==> config.mk <==
export PLATFORM = sky130hd
export DESIGN_NAME = pipe_stage_reg
export DESIGN_NICKNAME = d
export VERILOG_FILES = /design/src/rtl/pipe_stage_reg.sv
export SDC_FILE = /design/constraint.sdc
export NUM_CORES = 1
export LEC_CHECK = 0
export ABC_AREA = 1
export CORE_MARGIN = 2
export CORE_UTILIZATION = 34
export DETAILED_ROUTE_END_ITERATION = 16
export GPL_TIMING_DRIVEN = 0
export PLACE_DENSITY_LB_ADDON = 0.15
export SLEW_MARGIN = 5
export SYNTH_ARGS = -nofsm -noshare
export SYNTH_HDL_FRONTEND = slang
export SYNTH_SLANG_ARGS = --single-unit
==> constraint.sdc <==
create_clock -name clk -period 1.4 [get_ports clk]
set_clock_uncertainty 0.2 [all_clocks]
set_input_delay 0.28 -clock clk [delete_from_list [all_inputs] [get_ports clk]]
set_output_delay 0.28 -clock clk [all_outputs]
set_load 0.005 [all_outputs]
==> src/rtl/pipe_stage_reg.sv <==
// -----------------------------------------------------------------------------
// pipe_stage_reg
//
// Generic pipeline stage register, one instance per stage boundary
// (F/D, D/E, E/M, M/W). Each instance carries an opaque payload, the
// destination register, RegWrite, a Tnew countdown and a valid bit. It also
// answers NQ hazard queries so the hazard unit can decide, per source operand,
// whether to stall issue or forward from this stage.
//
// Ports
//   clk          rising-edge clock
//   reset        synchronous active-high reset (clears every field)
//   stall        hold current contents
//   flush        load an all-zero bubble (beats stall)
//   in_valid     upstream slot holds a real instruction
//   in_data      upstream payload (DATA_W bits)
//   in_a3        upstream destination register
//   in_regwrite  upstream writes the register file
//   in_tnew      upstream Tnew (cycles until result ready)
//   out_valid    registered valid
//   out_data     registered payload
//   out_a3       registered destination register
//   out_regwrite registered RegWrite, already gated by valid and a3 != 0
//   out_tnew     registered Tnew
//   q_addr       query register numbers, channel i at [5i+4:5i]
//   q_tuse       query Tuse values, channel i at [TNEW_W*i +: TNEW_W]
//   q_hit        this stage produces q_addr[i]
//   q_stall      hit and the value is not ready in time
//   q_fwd        hit and the value is ready now
// -----------------------------------------------------------------------------
module pipe_stage_reg #(
   parameter int DATA_W   = 64,
   parameter int TNEW_W   = 2,
   parameter int TNEW_DEC = 1,
   parameter int NQ       = 2
) (
   input  logic                  clk,
   input  logic                  reset,
   input  logic                  stall,
   input  logic                  flush,
   input  logic                  in_valid,
   input  logic [DATA_W-1:0]     in_data,
   input  logic [4:0]            in_a3,
   input  logic                  in_regwrite,
   input  logic [TNEW_W-1:0]     in_tnew,
   output logic                  out_valid,
   output logic [DATA_W-1:0]     out_data,
   output logic [4:0]            out_a3,
   output logic                  out_regwrite,
   output logic [TNEW_W-1:0]     out_tnew,
   input  logic [5*NQ-1:0]       q_addr,
   input  logic [TNEW_W*NQ-1:0]  q_tuse,
   output logic [NQ-1:0]         q_hit,
   output logic [NQ-1:0]         q_stall,
   output logic [NQ-1:0]         q_fwd
);

   // Declaration initialisers give clean contents before the first reset.
   logic                r_valid    = 1'b0;
   logic [DATA_W-1:0]   r_data     = '0;
   logic [4:0]          r_a3       = 5'd0;
   logic                r_regwrite = 1'b0;
   logic [TNEW_W-1:0]   r_tnew     = '0;

   logic                w_regwrite_in;
   logic [TNEW_W-1:0]   w_tnew_in;

   // Tnew as seen one stage further down: count down, but never wrap below 0.
   function automatic logic [TNEW_W-1:0] f_tnew_next(input logic [TNEW_W-1:0] t);
      if (TNEW_DEC != 0) begin
         if (t == '0)
            return '0;
         else
            return t - TNEW_W'(1);
      end else begin
         return t;
      end
   endfunction

   // A write to $0 or from an invalid slot never counts as a producer.
   assign w_regwrite_in = in_regwrite & in_valid & (in_a3 != 5'd0);
   assign w_tnew_in     = f_tnew_next(in_tnew);

   // ---- stage register: reset/flush > stall > load ----
   always_ff @(posedge clk) begin
      if (reset || flush) begin
         r_valid    <= 1'b0;
         r_data     <= '0;
         r_a3       <= 5'd0;
         r_regwrite <= 1'b0;
         r_tnew     <= '0;
      end else if (!stall) begin
         r_valid    <= in_valid;
         r_data     <= in_data;
         r_a3       <= in_a3;
         r_regwrite <= w_regwrite_in;
         r_tnew     <= w_tnew_in;
      end
   end

   assign out_valid    = r_valid;
   assign out_data     = r_data;
   assign out_a3       = r_a3;
   assign out_regwrite = r_regwrite;
   assign out_tnew     = r_tnew;

   // ---- hazard queries: driven from registered state only, so chained
   //      instances never form a combinational loop ----
   for (genvar gi = 0; gi < NQ; gi++) begin : g_query
      logic [4:0]        w_addr;
      logic [TNEW_W-1:0] w_tuse;
      logic              w_hit;

      assign w_addr = q_addr[5*gi +: 5];
      assign w_tuse = q_tuse[TNEW_W*gi +: TNEW_W];
      assign w_hit  = r_valid & r_regwrite & (r_a3 == w_addr) & (w_addr != 5'd0);

      assign q_hit[gi]   = w_hit;
      assign q_stall[gi] = w_hit & (r_tnew > w_tuse);
      assign q_fwd[gi]   = w_hit & (r_tnew == '0);
   end

endmodule

Word-level counts from Yosys, hierarchy flattened

Index checks and enable logic that the tools add are counted.

$add $sub $neg: 1
Order comparisons: 2
Equal/unequal tests: 2
Multiplexer cells: 1
Bitwise logic cells: 11
Reduce and logical (&&, ||, !) cells: 6

Operators with widths:

| kind                                                                | count |
|---|---|
| 5-bit nonzero test                                                  | 3 |
| 1-bit bitwise AND                                                   | 11 |
| 5-bit equality test                                                 | 2 |
| 2-bit greater-than comparator                                       | 2 |
| 2-bit zero test                                                     | 2 |
| 2-bit 2-to-1 mux                                                    | 1 |
| 2-bit by 1-bit subtractor with 2-bit output (second input constant) | 1 |
| 1-bit logical OR                                                    | 1 |

Bits in registers: 73
Input bits: 91
Output and inout port bits: 79

Depth between registers and ports, before layout

Gate-level depths: netlist of the first run.

Depth in word-level cells: 4
Depth in mapped cells: 7
Mapped depth without buffers: 6

Worst setup path after synthesis of the first run

OpenSTA, ideal clock, no wires.

Path kind: register -> output
Start point: reg r_tnew[0], in the netlist out_tnew[0]
End point: out q_stall[0]
Data arrival time: 1.028 ns
Setup slack: -0.108 ns
Stages on the path, launching flop included: 6
Buffers on the path: 0
Path through: dfxtp_1 > inv_1 > ha_1 > nand2_1 > o21ai_0 > nor3_1

Cells in the longest elaborated chain, start to end: 2

Ends and longest elaborated chain:

| what                          | line | text |
|---|---|---|
| start, declared               | 63   | `logic [TNEW_W-1:0] r_tnew = '0;` |
| start signal, assigned        | 97   | `r_tnew <= w_tnew_in;` |
| 2-bit greater-than comparator | 119  | `assign q_stall[gi] = w_hit & (r_tnew > w_tuse);` |
| 1-bit bitwise AND             | 119  |  |
| end, declared                 | 54   | `output logic [NQ-1:0] q_stall,` |

Every way passes these cells.

Worst setup path in the final report of the first run

Start point: reg r_a3[3], in the netlist out_a3[3]
End point: out q_hit[1]

Cells in the longest elaborated chain, start to end: 3

Ends and longest elaborated chain:

| what                           | line | text |
|---|---|---|
| start, declared                | 61   | `logic [4:0] r_a3 = 5'd0;` |
| start signal, assigned         | 95   | `r_a3 <= in_a3;` |
| 5-bit equality test            | 116  | `assign w_hit = r_valid & r_regwrite & (r_a3 == w_addr) & (w_addr != 5'd0);` |
| 1-bit bitwise AND (2 in a row) | 116  |  |
| end, declared                  | 53   | `output logic [NQ-1:0] q_hit,` |

Every way passes these cells.

==> impl_metrics.yaml, run 1 <==
sta:
  setup_viol: 7
  grt_setup_unrepaired: "yes"
  post-route-period-util_pct: 144.6
  drv_slew: 0
  fin_hold_ws_ps: 148.3
  timing.final.ws_setup_ps: -624.9
  finalHoldViolCount: 0
  relSlewSlack_pct: 85.71
  tightestPinTransition_ps: 214.4
  fmax_ghz: 0.4938
  timing.final.crit_period_ps: 2025
route:
  vias: 3215
  wl_per_cell_um: 13.14
  wirelength_um: 9267
  dr.pass1.iters: 4
  drc: 0
  routed_via_density: 4.560
  drt_iter0_drc: 78
  antenna_left: 0
cts:
  clkSinkCount: 73
  cts.path.max_buffers: 2
  cts-htree-levels: 3
  hold_buffers: 0
  cts_tree: "done"
  clk_latency_ps: 330
  path_clk_slew_ps: 70
  cts-root-buf: "clkbuf_8"
  cts_buffers: 9
synthesis:
  syn_inst: 397
  synthTopCellsByArea: "dfxtp_1 (49%), nand2_1 (21%), a21oi_1 (11%), buf_6 (5.7%), inv_1 (2.6%)"
  yosysTopAreaCell: "dfxtp_1"
  synthArstFlopShare_pct: 0
  netlist_area_um2: 2984
  synth_ff_type: "dfxtp_1"
  syn_nets: 492
  synth.avg_cell_area_um2: 7.517
  ys_seq_area_share_pct: 48.97
  ys_ff_latch: 73
  synthDominantCellAreaShare_pct: 48.97
  yosysWarnings: 0
  synth_enable_flop_cells: 0
  synth.most_common_cell: "nand2_1"
  synth_cell_types: 19
  synthTopCellsByCount: "nand2_1 (167), dfxtp_1 (73), a21oi_1 (68)"
finish:
  fin_area_um2: 5160
  layout.nets: 687
  antenna_cells: 0
  post-route-util_pct: 59.75
  synthToLayoutAreaGrowth_pct: 72.91
  layout-drive-gt1-share_pct: 31.83
  nFillCells: 813
global_routing:
  grt_antenna_before_repair: 0
  grt_pass1_wl_um: 14680
  grt_pass1_vias: 3139
  overflow: 0
  grt_max_degree: 14
  grt_usage_pct: 18.94
run_status:
  failed_checks: "negative setup slack"
  status: "finished, violations left"
place:
  io_buffers: 168
  placed_area_um2: 4828
  hpwl_um: 6608
  preCtsSetupSlack_ps: -1028
  gp_congestion: 0.8129
power_and_ir_drop:
  ir_worst_vdd_mv: 0.4080
  power_density_nw_per_um2: 848.9
  swShare_pct: 26.27
  seqPwrFrac_pct: 49.9
  power_leakage_nw: 2.183
  pwr-share-comb_pct: 16.7
  finalPower_w: 0.004380
  switchingPower_w: 0.001151
  p_int_w: 0.003230
  p_clk_share_pct: 33.3
setup_path:
  critical_path_arrival_ps: 1540
  crit_fanout: 3
  required_ps: 920
  critPathLaunchType: "flop"
  crit_path_end_kind: "output port"
  crit_type: "reg2out"
flow_run:
  drv_cap: 0
floorplanning:
  start_util_pct: 34.56
  rows: 34
  pin_count: 170
  die_h_um: 97.69
  core-area_um2: 8636
  design.die.area_um2: 9542
  die_x_um: 97.69
hold_path:
  hp-class: "in2reg"
-- layer usage --
layer | share of wire [%] | GRT usage, %
met1 | 41 | 21.67
met2 | 49 | 32.15
met3 | 8.0 | 6.906
met4 | 2.1 | 7.372
met5 | 0 | 0
-- cell families (layout without fill, tap and decap cells) --
group,Yosys count,in the layout,synth area share (%)
and+or+nand+nor,195,195,25.12
DFF,73,73,48.97
AOI/OAI and AO/OA,77,77,13.71
buffers and inverters,48,248,10.52
adders and majority gates,4,4,1.677
-- path summary, 6_finish.rpt --
| check | start | end | slack (ps) | cells after the start |
|---|---|---|---|---|
| worst max-delay path | out_a3[3] | q_hit[1] | -620 | 8 |
| worst min-delay path | stall | out_tnew[1] | 150 | 4 |
| worst max register to register | out_tnew[0] | out_tnew[0] | 270 | 5 |
| worst min register to register | out_data[14] | out_data[14] | 260 | 2 |
-- power by group through the flow --
stage	registers, W	logic (W)	clock network [W]
4_1_cts	0.00218	0.000723	0.00153
6_report	0.00219	0.000734	0.00146
5_1_grt	0.00220	0.000804	0.00162
3_5_place_dp	0.00223	0.000735	0
2_1_floorplan	0.00223	0.000275	0
3_3_place_gp	0.00223	0.000728	0
-- stage by stage --
| stage | instances | setup TNS [ps] |
|---|---|---|
| after floorplan | 397 | -17.95 |
| after global placement | 673 | -20120 |
| after detailed placement | 673 | -20870 |
| after CTS | 699 | -3306 |
| after global routing | 705 | -4024 |
| final | 705 | -3412 |
-- layout by cell type, fill, tap and decap left out, drive strengths merged --
cell and count:
a21oi 68, a211oi 5, o21ai 3, nor2 18, dlygate4sd2 7, ha 4
nand2 167, dfxtp 73, clkinvlp 2, buf 55, o22ai 1, clkdlybuf4s50 81
dlymetal6s2s 1, inv 23, clkdlybuf4s15 42, clkinv 2, nand3b 1, or2 2
nand3 2, clkbuf 35, nor3 5
-- final cells by class --
class                   count  area [um^2]  share of cell area (%)
repair buffers            185         1675                   32.47
flip-flops and latches     73         1546                   29.97
multi-input cells         276         1316                   25.51
plain buffers              25        224.0                   4.340
well taps                 108        135.1                   2.619
clock buffers              11        131.4                   2.546
inverters                  22        90.09                   1.746
clock inverters             5        41.29                  0.8002
-- sequential cells by signal (all words and copies together), names as in the netlist --
register	count
out_valid	1
out_data	64
out_tnew	2
out_a3	5
out_regwrite	1
-- critical path: stages (launching register included) --
cell and delay [ps]:
dfxtp_4 370, buf_6 110, nand2_1 50, nand2_1 40, nor2_1 150, nand2_2 90, nor2_1 100, buf_4 110
clkdlybuf4s15_2 190
-- repair_timing --
item / in CTS / in global routing
buffers inserted: 11 / 6
pin swaps: 15 / 12
setup endpoints to repair: 79 / 41
resized for setup: 270 / 59
No activity file was read; power rests on OpenSTA's default activity.
==> run 2, diff against run 1 <==
- HOLD_SLACK_MARGIN: unset -> 0.02
==> results of run 2 <==
Same layout as run 1: the final DEF is identical, and so are final timing and power.
==> run 3, diff against run 2 <==
- ABC_AREA: 1 -> unset
- SETUP_SLACK_MARGIN: unset -> 0.02
==> run 3 against run 2 <==
The run still ends with negative setup slack left. Area after synthesis shrank 4.2%. Non-clock buffer count shrank 2. Count of clock-buffer cells in the layout is the same. Setup slack lost 250 ps. Wire length shrank 10%. Die area shrank 4.0%. Critical endpoint is now q_stall[1].
==> impl_metrics.yaml, run 3 <==
setup_path:
  crit_type: "reg2out"
  crit_fanout: 3
  critical_path_arrival_ps: 1800
  timing.rr.end: "out_a3[1]"
  reg2reg_setup_slack_ps: 290
  critPathLaunchType: "flop"
  r2r_start: "out_a3[1]"
  worstPathCellList: "or4_4, o2111ai_4, buf_6, a2111oi_2, buf_2"
  reg2regPathDepth: 4
  required_ps: 920
  cp_slowest_cell: "or4_4"
  cp_slowest_stage_delay_ps: 570
  crit_path_end_kind: "output port"
run_status:
  status: "finished, violations left"
  failed_checks: "negative setup slack"
finish:
  multi_input_area_um2: 1344
  instances_no_fill: 591
  antenna_cells: 0
  final_common_cell: "clkdlybuf4s50_1"
  regArea_um2: 1568
  fin_area_um2: 5061
  layout-drive-gt1-share_pct: 42.39
  synthToLayoutAreaGrowth_pct: 76.95
  largest_register_ffs: 64
  layout.nets: 576
  nFillCells: 739
  final_cell_mix: "clkdlybuf4s50_1 (89), nor2_1 (73), mux2i_1 (70), dfxtp_2 (64), clkbuf_2 (34)"
hold_path:
  hold_path_depth: 4
  hold_end: "out_tnew[1]"
  hp-class: "in2reg"
  hp-start: "stall"
floorplanning:
  design.die.area_um2: 9162
  die_h_um: 95.72
  start_util_pct: 34.99
  die_x_um: 95.72
  rows: 33
  core-area_um2: 8175
  pin_count: 170
global_routing:
  grt_usage_pct: 17.90
  grt_pass1_vias: 2677
  grt_max_degree: 13
  grt_antenna_before_repair: 0
  grt_pass1_wl_um: 12610
  overflow: 0
cts:
  cts-htree-levels: 3
  cts.path.max_buffers: 2
  clk_latency_ps: 340
  cts_tree: "done"
  clkSinkCount: 73
  hold_buffers: 0
  cts_buffers: 9
  path_clk_slew_ps: 80
  cts-root-buf: "clkbuf_8"
synthesis:
  synth.most_common_cell: "nor2_1"
  synthTopCellsByArea: "dfxtp_1 (51%), mux2i_1 (24%), nor2_1 (9.7%), xnor2_1 (2.8%), ha_1 (1.7%)"
  syn_inst: 281
  synth_enable_flop_cells: 0
  netlist_area_um2: 2860
  ys_seq_area_share_pct: 51.09
  synthArstFlopShare_pct: 0
  synthTopCellsByCount: "nor2_1 (74), dfxtp_1 (73), mux2i_1 (70)"
  syn_nets: 376
  synth_ff_type: "dfxtp_1"
  synthDominantCellAreaShare_pct: 51.09
  yosysWarnings: 0
  yosysTopAreaCell: "dfxtp_1"
  synth_cell_types: 28
  synth.avg_cell_area_um2: 10.18
  ys_ff_latch: 73
sta:
  fmax_ghz: 0.4388
  tightestPinTransition_ps: 316.6
  grt_setup_unrepaired: "yes"
  relSlewSlack_pct: 78.89
  post-route-period-util_pct: 162.8
  timing.final.ws_setup_ps: -879.0
  drv_slew: 0
  final.setup.tns_ps: -5252
  setup_viol: 10
  fin_hold_ws_ps: 238.7
  finalHoldViolCount: 0
  timing.final.crit_period_ps: 2279
route:
  antenna_left: 0
  drc: 0
  wl_per_cell_um: 14.05
  routed_via_density: 4.481
  drt_iter0_drc: 28
  dr.pass1.iters: 4
  wirelength_um: 8305
  vias: 2648
power_and_ir_drop:
  finalPower_w: 0.004920
  ir_worst_vdd_mv: 0.6828
  power_leakage_nw: 2.295
  power_density_nw_per_um2: 972.1
place:
  placed_area_um2: 4676
  io_buffers: 168
  dp_cells: 554
  gp_congestion: 0.7066
  hpwl_um: 5976
flow_run:
  drv_cap: 0
==> run 3: logic make-up (layout without fill, tap and decap cells) <==
family          after synthesis  in the layout  share of synthesized area, %
compound gates                9              9                         2.362
buf+inv                      23            228                         3.981
xor+xnor                      9              9                         2.756
fa+ha+maj                     4              4                         1.750
flops                        73             73                         51.09
simple gates                 93             93                         13.56
mux                          70             70                         24.50
==> run 3: how the worst max path moves through the flow <==
stage,startpoint,end,slack (ps),cells after the start
2_1_floorplan,out_a3[0],q_hit[1],-340,4
3_3_place_gp,q_addr[6],q_stall[1],-1150,5
3_5_place_dp,q_addr[5],q_stall[1],-1200,5
4_1_cts,out_a3[1],q_stall[1],-890,5
5_1_grt,out_a3[1],q_stall[1],-950,5
6_report,out_a3[1],q_stall[1],-880,5
==> run 3: worst max-delay path, delay by kind of cell (launching register included) <==
family	cells	cell delay, ps
and+or+nand+nor	1	570
DFF	1	350
AOI/OAI and AO/OA	2	280
buffers and inverters	2	260
==> run 3: what timing repair did <==
item,4_1_cts,5_1_grt
resized for setup,306,65
endpoints found under the setup margin,150,67
pin swaps,9,3
buffers inserted,20,4
==> run 3: power breakdown <==
| group | switching (W) | internal (W) |
|---|---|---|
| Clock | 0.000779 | 0.00123 |
| Combinational | 0.000267 | 0.000461 |
| Sequential | 0.0000372 | 0.00214 |
| Total | 0.00108 | 0.00384 |
==> run 3: area by class of cell <==
type | instances | share of cell area, %
Timing Repair Buffer | 192 | 33.00
Clock buffer | 11 | 2.794
Sequential cell | 73 | 30.98
Buffer | 16 | 1.755
Inverter | 4 | 0.2967
Tap cell | 105 | 2.596
Multi-Input combinational cell | 185 | 26.55
Clock inverter | 5 | 2.027
==> run 3: stage by stage <==
stage / util [%] / setup slack (ps)
floorplan: - / -340.8
global placement: 57.19 / -1152
detailed placement: 57.19 / -1204
CTS: 64.06 / -890.5
global route: 61.91 / -953.2
finish: 61.91 / -879.0
==> run 3: routing by layer <==
layer	track usage, %	vias up	part of all wire, %
li1	-	1334	-
met3	6.265	6	8.5
met1	20.05	1220	39
met2	31.53	88	51
met4	6.071	0	0.83
met5	0	-	0
